`src/rtl/modinv_seq_if.sv`:
```
// Request/result bundle for the modular-inverse engine.
// Latency: n/a (wiring only).
// Backpressure: start is only honoured while ready is high; the result is not held back.
//
// Ports (master = requester, slave = engine):
//   start, e, m              : request and its operands
//   ready, busy, done, valid : engine status and one-cycle completion pulse
//   d                        : result, held until the next done
interface modinv_seq_if #(
   parameter int WIDTH = 64
);
   logic             start;
   logic [WIDTH-1:0] e;
   logic [WIDTH-1:0] m;
   logic             ready;
   logic             busy;
   logic             done;
   logic             valid;
   logic [WIDTH-1:0] d;

   modport master (
      output start, e, m,
      input  ready, busy, done, valid, d
   );

   modport slave (
      input  start, e, m,
      output ready, busy, done, valid, d
   );
endinterface

```
`src/rtl/modinv_seq.sv`:
```
// Modular inverse d = e^-1 mod m via extended Euclid with a bit-serial restoring divider.
// Latency: done in cycle 2 + n*(WIDTH+2) after the start edge, n = nonzero-divisor iterations.
// Backpressure: start accepted only in IDLE (ready = 1); no queueing, results held until next done.
//
// Ports:
//   clk, rst : clock (rising edge), asynchronous active-low reset
//   io       : slave side of modinv_seq_if (start/e/m in; ready/busy/done/valid/d out)
module modinv_seq #(
   parameter int WIDTH = 64
) (
   input  logic        clk,
   input  logic        rst,
   modinv_seq_if.slave io
);
   localparam int KW = $clog2(WIDTH);

   typedef enum logic [2:0] {IDLE, CHECK, DIV, UPDATE, DONE} state_t;

   state_t                   state, state_nxt;
   logic [WIDTH-1:0]         r0, r1, rem, m_reg, d_reg;
   logic signed [WIDTH:0]    t0, t1, tacc;
   logic [KW-1:0]            k;
   logic                     valid_reg;

   logic [2*WIDTH-1:0]       div_sub;
   logic                     div_fit;
   logic signed [2*WIDTH:0]  t_shift;
   logic signed [WIDTH:0]    t_fix;
   logic                     finish;
   logic                     valid_calc;
   logic [WIDTH-1:0]         d_calc;

   always_comb begin
      // Trial subtrahend for the current quotient bit; the wide compare avoids
      // losing bits of r1 shifted past the top of the operand width.
      div_sub    = {{WIDTH{1'b0}}, r1} << k;
      div_fit    = (div_sub <= {{WIDTH{1'b0}}, rem});
      // |t| stays within m, so the low WIDTH+1 bits of the product are exact.
      t_shift    = $signed({{WIDTH{t1[WIDTH]}}, t1}) <<< k;
      t_fix      = t0 + $signed({1'b0, m_reg});
      finish     = (m_reg < WIDTH'(2)) || (r1 == '0);
      valid_calc = (r0 == WIDTH'(1)) && (m_reg >= WIDTH'(2));
      d_calc     = '0;
      if (valid_calc) begin
         d_calc = t0[WIDTH] ? t_fix[WIDTH-1:0] : t0[WIDTH-1:0];
      end
   end

   always_ff @(posedge clk or negedge rst) begin
      if (!rst) begin
         state <= IDLE;
      end else begin
         state <= state_nxt;
      end
   end

   always_comb begin
      state_nxt = state;
      case (state)
         IDLE:    if (io.start) state_nxt = CHECK;
         CHECK:   state_nxt = finish ? DONE : DIV;
         DIV:     if (k == '0) state_nxt = UPDATE;
         UPDATE:  state_nxt = CHECK;
         DONE:    state_nxt = IDLE;
         default: state_nxt = IDLE;
      endcase
   end

   always_ff @(posedge clk or negedge rst) begin
      if (!rst) begin
         r0        <= '0;
         r1        <= '0;
         rem       <= '0;
         m_reg     <= '0;
         t0        <= '0;
         t1        <= '0;
         tacc      <= '0;
         k         <= '0;
         d_reg     <= '0;
         valid_reg <= 1'b0;
      end else begin
         case (state)
            IDLE: begin
               if (io.start) begin
                  r0    <= io.m;
                  r1    <= io.e;
                  m_reg <= io.m;
                  t0    <= '0;
                  t1    <= (WIDTH+1)'(1);
               end
            end
            CHECK: begin
               // Results are registered on the way into DONE so they change
               // exactly in the cycle done is high.
               if (finish) begin
                  d_reg     <= d_calc;
                  valid_reg <= valid_calc;
               end else begin
                  rem  <= r0;
                  tacc <= t0;
                  k    <= KW'(WIDTH-1);
               end
            end
            DIV: begin
               if (div_fit) begin
                  rem  <= rem - div_sub[WIDTH-1:0];
                  tacc <= tacc - $signed(t_shift[WIDTH:0]);
               end
               k <= k - KW'(1);
            end
            UPDATE: begin
               r0 <= r1;
               r1 <= rem;
               t0 <= t1;
               t1 <= tacc;
            end
            default: ;
         endcase
      end
   end

   assign io.ready = (state == IDLE);
   assign io.busy  = (state == CHECK) || (state == DIV) || (state == UPDATE);
   assign io.done  = (state == DONE);
   assign io.valid = valid_reg;
   assign io.d     = d_reg;
endmodule

```
`src/flat_wrapper.sv`:
```
// flat-port wrapper written by rule: the top's interface ports become plain ports
module modinv_seq_flat 
#(
   parameter int WIDTH = 64
)
  (clk, rst, io_start, io_e, io_m, io_ready, io_busy, io_done, io_valid, io_d);
  modinv_seq_if #(.WIDTH(WIDTH)) io_i ();
  input  logic clk;
  input  logic rst;
  input wire logic [$bits(io_i.start)-1:0] io_start;
  input wire logic [$bits(io_i.e)-1:0] io_e;
  input wire logic [$bits(io_i.m)-1:0] io_m;
  output wire logic [$bits(io_i.ready)-1:0] io_ready;
  output wire logic [$bits(io_i.busy)-1:0] io_busy;
  output wire logic [$bits(io_i.done)-1:0] io_done;
  output wire logic [$bits(io_i.valid)-1:0] io_valid;
  output wire logic [$bits(io_i.d)-1:0] io_d;
  assign io_i.start = io_start;
  assign io_i.e = io_e;
  assign io_i.m = io_m;
  assign io_ready = io_i.ready;
  assign io_busy = io_i.busy;
  assign io_done = io_i.done;
  assign io_valid = io_i.valid;
  assign io_d = io_i.d;
  modinv_seq #(.WIDTH(WIDTH)) u_core (.clk(clk), .rst(rst), .io(io_i));
endmodule
```
`config.mk`:
```
export PLATFORM = sky130hd
export DESIGN_NAME = modinv_seq_flat
export DESIGN_NICKNAME = d
export VERILOG_FILES = /design/src/rtl/modinv_seq_if.sv /design/src/rtl/modinv_seq.sv /design/src/flat_wrapper.sv
export SDC_FILE = /design/constraint.sdc
export NUM_CORES = 2
export LEC_CHECK = 0
export CAP_MARGIN = 10
export CORE_ASPECT_RATIO = 1.75
export CORE_MARGIN = 4
export CORE_UTILIZATION = 28
export CTS_BUF_LIST = sky130_fd_sc_hd__clkbuf_8
export CTS_CLUSTER_DIAMETER = 50
export DETAILED_ROUTE_END_ITERATION = 6
export GPL_ROUTABILITY_DRIVEN = 0
export SETUP_SLACK_MARGIN = 0.4
export SYNTH_ARGS = -nofsm -noshare
export SYNTH_HDL_FRONTEND = slang
export SYNTH_SLANG_ARGS = --single-unit
```
`constraint.sdc`:
```
create_clock -name clk -period 15.53 [get_ports clk]
set_clock_uncertainty 0.1 [all_clocks]
set_input_delay 3.106 -clock clk [delete_from_list [all_inputs] [get_ports clk]]
set_output_delay 3.106 -clock clk [all_outputs]
set_load 0.05 [all_outputs]
```
==> impl_metrics.ini <==
[yosys]
ys_top_cells_by_area = dfrtp_1, nand2_1, ha_1, o21ai_0, a21oi_1
synthArstFlopShare_pct = 100.0
yosysUniqueCellTypes = 83
synthesis.nets = 6217
ys_seq_area_share_pct = 29.73
ys_top_cells_by_count = nand2_1, dfrtp_1, nor2_1, o21ai_0, a21oi_1
yosysWarnings = 0
synth-edff-count = 0
synth_top_flop_cell = dfrtp_1
ys_seq_elements = 525
netlist_area_mm2 = 0.04419
synth.most_common_cell = nand2_1
postSynthAreaPerCell_um2 = 7.585
yosys.area.top_type_share_pct = 29.73
yosysTopAreaCell = dfrtp_1
netlist_instances = 5826

[clocking]
cts-htree-levels = 3
clk_pin_slew_ps = 70
clock_latency_ps = 900
cts-resized-gates = 0
cts_tree = built
cts_setup_buffers = 0
cts_root_buf = clkbuf_8
clockBufferDepth = 3
cts_hold_buf = 0
cts_buffers = 96
numClockSinks = 525

[cells_and_area]
final_cells = 7905
multi_input_area_mm2 = 0.02875
areaGrowthSynthToFinish_pct = 12.81
seqCellArea_mm2 = 0.01316
top_regs = u_core.t0: 65 flops, u_core.t1: 65 flops, u_core.tacc: 65 flops
nets = 6173
fill_cells = 16710
drive_gt1_share_pct = 6.743

[sta]
rsz0062_at_grt = no
drv_slew = 0
setup_viol = 0
tns_ps = 0
fin_crit_sh_pct = 58.11
period_minus_slack_ps = 9025
hold_violations = 0
worst_slew_pin_slew_ps = 1440
fmax_ghz = 0.1108
max_slew_margin_pct = 3.528

[flow_run]
maxCapViolations = 0

[drt]
wl_um = 208700
via_per_inst = 5.905
wl_per_cell_um = 26.41
drt-pass1-iter-count = 7
via_count = 46680
dr.first_iter.drc_count = 6004
drc = 26
antenna_left = 0

[critical_path]
crit_buf_inv = 4
cp_max_fo = 165
crit_family = compound AO/OA/AOI/OAI gates
crit_type = reg2reg
cpMostUsedCell = o211ai_1
worst_ep_arrival_time_ps = 9630
worstSetupStartpointType = register
path_cells = buf_4 -> mux2i_1 -> a221oi_1 -> a222oi_1 -> o211ai_1 -> mux2i_1 -> inv_1 -> ha_1 -> a21oi_1 -> nor2_1 -> a211oi_1 -> nor2_1 -> o21ai_0 -> o211ai_1 -> a21oi_1 -> o211ai_1 -> a211oi_4 -> buf_4 -> buf_12 -> o2111ai_1 -> o22a_1
r2r-start = u_core.k[3]$_DFFE_PN0P_
endpoint_kind = register
cp_slowest_cell = o21ai_0
worstPathRequired_ps = 16130
max_stage_delay_ps = 1000
cp-startpoint = u_core.k[3]$_DFFE_PN0P_

[placement]
portBuffers = 198
hpwlAfterDp_um = 156500
dp.cells = 7718

[floorplan]
rows = 192
die_area_mm2 = 0.1645
dieHeight_um = 533.6
pin_count = 199
start_util_pct = 28.21
coreArea_mm2 = 0.1566
die_width_um = 308.3

[worst_hold_path]
min-delay-start = u_core.tacc[9]$_DFFE_PN0P_
hp-class = reg2reg

[pwr]
ir_worst_vdd_v = 0.0001718
pwr_density_cell_mw_per_mm2 = 271.1
p_total_mw = 13.51
p_leak_nw = 22.51

[grt]
grt_pass1_wl_um = 300100
antenna_found_initial = 12
first_global_vias = 44830
grt_usage_pct = 24.39
grt_max_degree = 166
grt-ovfl-total = 0

[outcome]
outcome = finished, violations left
violations = design-rule violations
## worst paths after layout
path	end	slack, ps	depth (start not counted)
min in group asynchronous	u_core.io.d[19]$_DFFE_PN0P_	2170	1
worst min-delay path	u_core.t1[9]$_DFFE_PN0P_	370	2
max in group asynchronous	u_core.r1[53]$_DFFE_PN0P_	10610	3
worst max register to register	u_core.tacc[61]$_DFFE_PN0P_	6510	21
worst min register to register	u_core.t1[9]$_DFFE_PN0P_	370	2
worst max-delay path	u_core.tacc[61]$_DFFE_PN0P_	6510	21
## metal layers
| layer | global-route usage [%] | share of wire (%) |
|---|---|---|
| met5 | 0.05888 | 0.025 |
| met4 | 20.12 | 10 |
| met3 | 7.342 | 10 |
| met2 | 39.60 | 46 |
| met1 | 26.06 | 34 |
## logic make-up (layout without fill, tap and decap cells)
group / count (synthesis) / in the layout / share of synthesized area [%]
compound gates: 1532 / 1532 / 21.73
buf+inv: 600 / 632 / 5.411
flops: 525 / 525 / 29.73
mux: 296 / 296 / 8.627
xor+xnor: 170 / 170 / 3.369
fa+ha+maj: 260 / 260 / 7.412
simple gates: 2443 / 2443 / 23.73
other cells: 0 / 10 / 0
## report_power, final
group	switching, mW	internal, mW	total, mW
registers	1.36	1.96	3.32
clock network	0.705	0.796	1.50
logic	5.58	3.11	8.69
total	7.64	5.87	13.5
## area by class of cell
class / instances / share of cell area (%)
clock buffer: 113 / 3.120
tap: 2037 / 5.112
timing repair buffer: 270 / 5.120
clock inverter: 61 / 1.112
multi-input combinational: 4701 / 57.67
antenna: 10 / 0.05019
inverter: 188 / 1.418
sequential: 525 / 26.40
## placed cells by master, fill, tap and decap left out, drive strengths merged, types with 40 or more instances in the layout
cell type	Yosys	final
clkbuf	297	115
a211oi	54	54
o211ai	40	40
xnor2	111	111
nor3	55	55
a21oi	377	377
nor4	73	73
mux4	63	63
xor2	59	59
inv	186	220
ha	257	257
a21o	123	123
nand2	1375	1375
mux2i	187	187
dfrtp	525	525
nor2	452	452
o21ai	392	392
mux2	46	46
buf	115	71
a22oi	108	108
nand3	183	183
nand4	73	73
a31oi	161	161
clkdlybuf4s50	0	197
nor2b	45	45
nand2b	61	61
## worst register-to-register path: stages (launching register included)
cell and delay, ps:
dfrtp_4 930, buf_4 710, mux2i_1 560, a221oi_1 370
a222oi_1 460, o211ai_1 270, mux2i_1 620, inv_1 110
ha_1 430, a21oi_1 260, nor2_1 60, a211oi_1 220
nor2_1 50, o21ai_0 1000, o211ai_1 200, a21oi_1 220
o211ai_1 160, a211oi_4 280, buf_4 700, buf_12 500
o2111ai_1 480, o22a_1 210
## per-stage QoR
step | worst slack (ps) | instance area (um2) | utilization [%] | hold slack, ps
2_1_floorplan | 9375 | 44190 | - | 349.7
3_3_place_gp | 7436 | 47690 | 30.45 | 365.8
3_5_place_dp | 7347 | 47690 | 30.45 | 370.0
4_1_cts | 7354 | 49800 | 31.79 | 367.8
5_1_grt | 5979 | 49840 | 31.82 | 419.0
6_report | 6505 | 49850 | 31.83 | 368.4
Power figures use the tool's default switching activity.
